--- config.mk ---
export PLATFORM = sky130hd
export DESIGN_NAME = maple_frame_tx
export DESIGN_NICKNAME = d
export VERILOG_FILES = /design/src/rtl/maple_frame_tx.sv
export SDC_FILE = /design/constraint.sdc
export NUM_CORES = 1
export LEC_CHECK = 0
export ABC_AREA = 1
export ABC_CLOCK_PERIOD_IN_PS = 4820
export CELL_PAD_IN_SITES_DETAIL_PLACEMENT = 1
export CELL_PAD_IN_SITES_GLOBAL_PLACEMENT = 1
export CORE_UTILIZATION = 35
export CTS_CLUSTER_SIZE = 20
export DETAILED_ROUTE_END_ITERATION = 8
export PLACE_DENSITY_LB_ADDON = 0.1
export SLEW_MARGIN = 20
export SYNTH_ARGS = -nofsm -noshare
export SYNTH_HDL_FRONTEND = slang
export SYNTH_SLANG_ARGS = --single-unit
--- constraint.sdc ---
create_clock -name clk -period 4.82 [get_ports clk]
set_clock_uncertainty 0.15 [all_clocks]
set_input_delay 0.482 -clock clk [delete_from_list [all_inputs] [get_ports clk]]
set_output_delay 0.482 -clock clk [all_outputs]
set_load 0.02 [all_outputs]
--- src/rtl/maple_frame_tx.sv ---
// Maple bus frame transmitter: bytes in on valid/ready, start/bits/[checksum]/end/gap on SDCKA/SDCKB.
// Latency: in_valid in IDLE -> SDCKA falls 1 clk later; line levels change only on T_SLOT slot boundaries.
// Backpressure: in_ready is a one-cycle consume pulse; a missing byte at a byte boundary ends the frame (err_underrun).
// Optional feature: define MAPLE_CRC_EN to append the XOR checksum byte before the end pattern.
module maple_frame_tx #(
    parameter int T_SLOT    = 4,
    parameter int GAP_SLOTS = 4
) (
    input  logic       clk,
    input  logic       reset,
    input  logic       in_valid,
    input  logic [7:0] in_data,
    input  logic       in_last,
    output logic       in_ready,
    output logic       sdcka_out,
    output logic       sdckb_out,
    output logic       busy,
    output logic       err_underrun
);

    localparam int TW = $clog2(T_SLOT);

    typedef enum logic [2:0] {
        S_IDLE,
        S_START,
        S_BITS,
        S_CRC,
        S_END,
        S_GAP
    } state_t;

    state_t          state_q, state_d;
    logic [TW-1:0]   tick_q, tick_d;
    logic [7:0]      slot_q, slot_d;    // slot index within START / END / GAP
    logic [2:0]      bit_q, bit_d;      // bit index being sent, 7 down to 0
    logic [1:0]      sub_q, sub_d;      // slot within the current bit, 0..2
    logic [7:0]      shift_q, shift_d;  // byte on the line
    logic            last_q, last_d;    // byte on the line closes the frame
`ifdef MAPLE_CRC_EN
    logic [7:0]      acc_q, acc_d;      // running XOR of data bytes
`endif

    logic slot_end;
    logic data_bit;

    assign slot_end = (tick_q == TW'(T_SLOT - 1));
    assign data_bit = shift_q[bit_q];
    assign busy     = (state_q != S_IDLE);

    // State and datapath registers; reset drops straight to IDLE with lines released
    always_ff @(posedge clk or posedge reset) begin
        if (reset) begin
            state_q <= S_IDLE;
            tick_q  <= '0;
            slot_q  <= '0;
            bit_q   <= 3'd7;
            sub_q   <= '0;
            shift_q <= '0;
            last_q  <= 1'b0;
`ifdef MAPLE_CRC_EN
            acc_q   <= '0;
`endif
        end else begin
            state_q <= state_d;
            tick_q  <= tick_d;
            slot_q  <= slot_d;
            bit_q   <= bit_d;
            sub_q   <= sub_d;
            shift_q <= shift_d;
            last_q  <= last_d;
`ifdef MAPLE_CRC_EN
            acc_q   <= acc_d;
`endif
        end
    end

    // Next-state, slot sequencing, byte loading and handshake pulses
    always_comb begin
        state_d      = state_q;
        tick_d       = slot_end ? '0 : tick_q + 1'b1;
        slot_d       = slot_q;
        bit_d        = bit_q;
        sub_d        = sub_q;
        shift_d      = shift_q;
        last_d       = last_q;
`ifdef MAPLE_CRC_EN
        acc_d        = acc_q;
`endif
        in_ready     = 1'b0;
        err_underrun = 1'b0;

        case (state_q)
            S_IDLE: begin
                tick_d = '0;
                // in_ready is gated by reset so a byte offered during reset is never acknowledged
                if (in_valid && !reset) begin
                    in_ready = 1'b1;
                    shift_d  = in_data;
                    last_d   = in_last;
`ifdef MAPLE_CRC_EN
                    acc_d    = '0;
`endif
                    slot_d   = '0;
                    state_d  = S_START;
                end
            end

            S_START: begin
                if (slot_end) begin
                    if (slot_q == 8'd8) begin
                        slot_d  = '0;
                        bit_d   = 3'd7;
                        sub_d   = '0;
                        state_d = S_BITS;
                    end else begin
                        slot_d = slot_q + 8'd1;
                    end
                end
            end

            S_BITS, S_CRC: begin
                if (slot_end) begin
                    if (sub_q != 2'd2) begin
                        sub_d = sub_q + 2'd1;
                    end else begin
                        sub_d = '0;
                        bit_d = bit_q - 3'd1;   // wraps 0 -> 7 for the next byte
                        if (bit_q == 3'd0) begin
                            slot_d = '0;
                            if (state_q == S_CRC) begin
                                state_d = S_END;
                            end else begin
`ifdef MAPLE_CRC_EN
                                acc_d = acc_q ^ shift_q;
`endif
                                if (!last_q) begin
                                    // the next byte must already be waiting in the final cycle
                                    if (in_valid) begin
                                        in_ready = 1'b1;
                                        shift_d  = in_data;
                                        last_d   = in_last;
                                    end else begin
                                        err_underrun = 1'b1;
                                        state_d      = S_END;
                                    end
                                end else begin
`ifdef MAPLE_CRC_EN
                                    shift_d = acc_q ^ shift_q;
                                    state_d = S_CRC;
`else
                                    state_d = S_END;
`endif
                                end
                            end
                        end
                    end
                end
            end

            S_END: begin
                if (slot_end) begin
                    if (slot_q == 8'd5) begin
                        slot_d  = '0;
                        state_d = S_GAP;
                    end else begin
                        slot_d = slot_q + 8'd1;
                    end
                end
            end

            S_GAP: begin
                if (slot_end) begin
                    if (slot_q == 8'(GAP_SLOTS - 1)) begin
                        slot_d  = '0;
                        state_d = S_IDLE;
                    end else begin
                        slot_d = slot_q + 8'd1;
                    end
                end
            end

            default: state_d = S_IDLE;
        endcase
    end

    // Line levels decoded from registered state only, so they move only on slot boundaries
    always_comb begin
        sdcka_out = 1'b1;
        sdckb_out = 1'b1;
        case (state_q)
            S_START: begin
                sdcka_out = 1'b0;
                sdckb_out = ~slot_q[0];
            end
            S_BITS, S_CRC: begin
                // bits 7,5,3,1 clock on A with data on B; bits 6,4,2,0 swap roles
                if (bit_q[0]) begin
                    sdcka_out = (sub_q != 2'd1);
                    sdckb_out = data_bit;
                end else begin
                    sdcka_out = data_bit;
                    sdckb_out = (sub_q != 2'd1);
                end
            end
            S_END: begin
                if (slot_q == 8'd5) begin
                    sdcka_out = 1'b1;
                    sdckb_out = 1'b1;
                end else begin
                    sdcka_out = ~slot_q[0];
                    sdckb_out = 1'b0;
                end
            end
            default: begin
                sdcka_out = 1'b1;
                sdckb_out = 1'b1;
            end
        endcase
    end

endmodule
==> results.cfg <==
[global_routing]
initial_antenna_violation_count = 0
overflow_left_after_global_routing = 0
largest_net_degree_at_the_start_of_global_routing = 29
track_usage_pct = 18.31
grt_pass1_vias = 1629
grt_pass1_wl_mm = 7.521

[clocking]
cts_num_sinks = 27
ctsHtreeMaxLevel = 1
clock_insertion_delay_worst_skew_ps = 270
clk_path_buf_depth = 2
tritoncts = done
cts_hold_buffers = 0
post_cts.resized_instances = 0
postCtsSetupBuffers = 0
inserted_clock_buffers = 3
ctsRootBufferMaster = sky130_fd_sc_hd__clkbuf_8
clk_pin_slew_ps = 90

[finish]
nFillCells = 647
drive_gt1_share_pct = 12.09
area_overhead_vs_synth_pct = 16.14
final_net_count = 292
diodes = 0

[floorplanning]
num_rows = 25
io_pins = 17
floorplan.core_area_um2 = 4848
die_y_um = 73.85
dieWidth_um = 73.85
initial_core_util_pct = 37.26
design.die.area_um2 = 5453

[placed_design]
pre_cts_slack_ps = 1697
globalplace.congestion = 0.7518
port-buffer-count = 16
detailedPlacementHpwl_mm = 3.462

[logic_synthesis]
mappedNetlistNets = 271
synthesis.yosys.warnings = 0
synth.cell_area_um2 = 1807
synth_most_common_cell = sky130_fd_sc_hd__nand2_1
number_of_flops_mapped_to_enable_cells_by_yosys = 0
synthDominantCellAreaShare_pct = 33.24
syn_inst = 253
cell_taking_the_most_area_after_synthesis = sky130_fd_sc_hd__dfrtp_1
synthTopCellsByCount = sky130_fd_sc_hd__nand2_1 (77), sky130_fd_sc_hd__nand3_1 (31), sky130_fd_sc_hd__inv_1 (28), sky130_fd_sc_hd__nor2_1 (27), sky130_fd_sc_hd__dfrtp_1 (24)
synthTopCellsByArea = sky130_fd_sc_hd__dfrtp_1 (33%), sky130_fd_sc_hd__nand2_1 (16%), sky130_fd_sc_hd__nand3_1 (8.6%)
mapped_avg_cell_area_um2 = 7.141
async_sr_flop_fraction_pct = 100.0
yosysUniqueCellTypes = 33
postSynthRegisterBits = 27
main_flop_type_after_synthesis = sky130_fd_sc_hd__dfrtp_1
share_of_synthesized_area_occupied_by_flip_flops_and_latches_pct = 37.60

[critical_path]
critPathKind = in -> out
critical_path.max_fanout = 28
crit_path_start_kind = primary input
worst-endpoint-required_ps = 4190
regToRegSetupSlack_ps = 2730
r2r_start = bit_q[0]
worst_path_max_delay_cell = sky130_fd_sc_hd__clkdlybuf4s50_1
crit_path_max_incr_delay_ps = 610
worstSetupStartpoint = reset
cell_breakdown_of_the_critical_path = clkdlybuf4s50_1 -> inv_1 -> buf_4 -> nand2_1 -> inv_1 -> nand2_2 -> nand2_4 -> clkdlybuf4s50_1
arrival_time_at_the_worst_endpoint_ps = 2460
worst_setup_path_end_kind = output pin

[min_path]
hp-class = reg -> reg
min-delay-start = tick_q[0]

[detailed_routing]
totalWireLength_mm = 4.304
drt_drc_violations_left = 0
vias = 1641
average_via_count_per_standard_cell = 4.826
detail-route-antenna-nets = 0
drt-pass1-iter-count = 4
wl_per_cell_um = 12.66
dr.first_iter.drc_count = 59

[job]
cap_viol_max_count = 0

[power]
max_rail_drop_vdd_mv = 0.2347
power.internal_mw = 0.5907
clock_power_share_pct = 11.5
fraction_of_power_consumed_by_combinational_cells_pct = 54.6
power_density_nw_per_um2 = 545.7
pwr-share-seq_pct = 33.9
share_of_total_power_consumed_by_net_switching_pct = 48.41
leakagePower_nw = 1.015
net-switching-power_mw = 0.5543

[run_status]
run_status = finished clean

[timing]
rsz_0062_raised_after_global_routing = no
finalCritPeriodShare_pct = 64.10
finalSetupViolations = 0
worstMarginPinSlew_ps = 369.8
max_clock_freq_ghz = 0.3237
final_critical_period_ps = 3089
drv_slew = 0
finalHoldViolCount = 0
setup_tns_ps = 0
setup_ws_ps = 1731
relSlewSlack_pct = 75.35
## state kept, by name (all words and copies together), names as in the netlist
name and flops:
sub_q 2, tick_q 2, slot_q 8, last_q 1, state_q 3, shift_q 8
bit_q 3
## power by group through the flow
stage | clock, mW | sequential, mW | combinational (mW)
after global placement | 0 | 0.394 | 0.630
after global routing | 0.146 | 0.400 | 0.725
final | 0.132 | 0.388 | 0.625
after CTS | 0.138 | 0.390 | 0.639
after detailed placement | 0 | 0.394 | 0.637
after floorplan | 0 | 0.369 | 0.472
## metrics by stage
| step | hold WS (ps) | total power [mW] | area [µm²] | std cells | util, % |
|---|---|---|---|---|---|
| CTS | 302.5 | 1.167 | 2098 | 340 | 43.28 |
| floorplan | 265.0 | 0.8412 | 1807 | 253 | - |
| global route | 342.5 | 1.270 | 2098 | 340 | 43.28 |
| finish | 301.8 | 1.145 | 2098 | 340 | 43.28 |
| detailed placement | 283.6 | 1.032 | 2053 | 336 | 42.35 |
| global placement | 277.9 | 1.024 | 2053 | 336 | 42.35 |
## worst max-delay path: cells and delay by family
| family | cells | cell delay (ps) |
|---|---|---|
| AND/OR/NAND/NOR | 3 | 450 |
| buffers and inverters | 5 | 1520 |
## layout by cell type, fill, tap and decap left out, types with 2 or more instances in the layout
cell type / n
sky130_fd_sc_hd__clkbuf_8: 3
sky130_fd_sc_hd__clkdlybuf4s50_1: 16
sky130_fd_sc_hd__dfrtp_1: 24
sky130_fd_sc_hd__dfstp_2: 3
sky130_fd_sc_hd__ha_1: 6
sky130_fd_sc_hd__inv_1: 28
sky130_fd_sc_hd__inv_2: 4
sky130_fd_sc_hd__nand2_1: 77
sky130_fd_sc_hd__nand2_2: 5
sky130_fd_sc_hd__nand3_1: 31
sky130_fd_sc_hd__nand3_2: 2
sky130_fd_sc_hd__nor2_1: 27
sky130_fd_sc_hd__nor2_2: 4
sky130_fd_sc_hd__nor2_4: 3
sky130_fd_sc_hd__o21ai_0: 11
sky130_fd_sc_hd__o21ai_1: 6
sky130_fd_sc_hd__o21ai_2: 2
sky130_fd_sc_hd__or2_2: 2
sky130_fd_sc_hd__xor2_1: 2
## kinds of logic (layout without fill, tap and decap cells)
group                    Yosys count  count (layout)  share of synthesized area, %
buffers and inverters             33              53                         6.925
XOR/XNOR                           3               3                         1.455
flip-flops                        27              27                         37.60
adder cells (fa/ha/maj)            6               6                         4.155
AO/OA/AOI/OAI                     26              26                         8.311
AND/OR/NAND/NOR                  158             158                         41.55
## layer usage
layer	wire, µm	vias up	share of wire (%)	global-route usage, %
li1	-	845	-	-
met1	2193	778	51	26.10
met2	1988	14	46	28.85
met3	59	4	1.4	1.646
met4	62	0	1.4	6.410
met5	0	-	0	0
## area by class of cell
| class | instances | area (µm²) | share of cell area, % |
|---|---|---|---|
| Multi-Input combinational cell | 193 | 1002 | 47.76 |
| Sequential cell | 27 | 679.4 | 32.38 |
| Timing Repair Buffer | 17 | 167.7 | 7.990 |
| Inverter | 32 | 120.1 | 5.725 |
| Tap cell | 67 | 83.83 | 3.995 |
| Clock buffer | 4 | 45.04 | 2.147 |
## final timing paths
path,to,cells past startpoint
setup / recovery,in_ready,8
max in group asynchronous,bit_q[2],3
setup reg to reg,slot_q[3],11
min in group asynchronous,tick_q[0],3
hold reg to reg,tick_q[0],1
hold / removal,tick_q[0],1
Power figures use the tool's default switching activity.
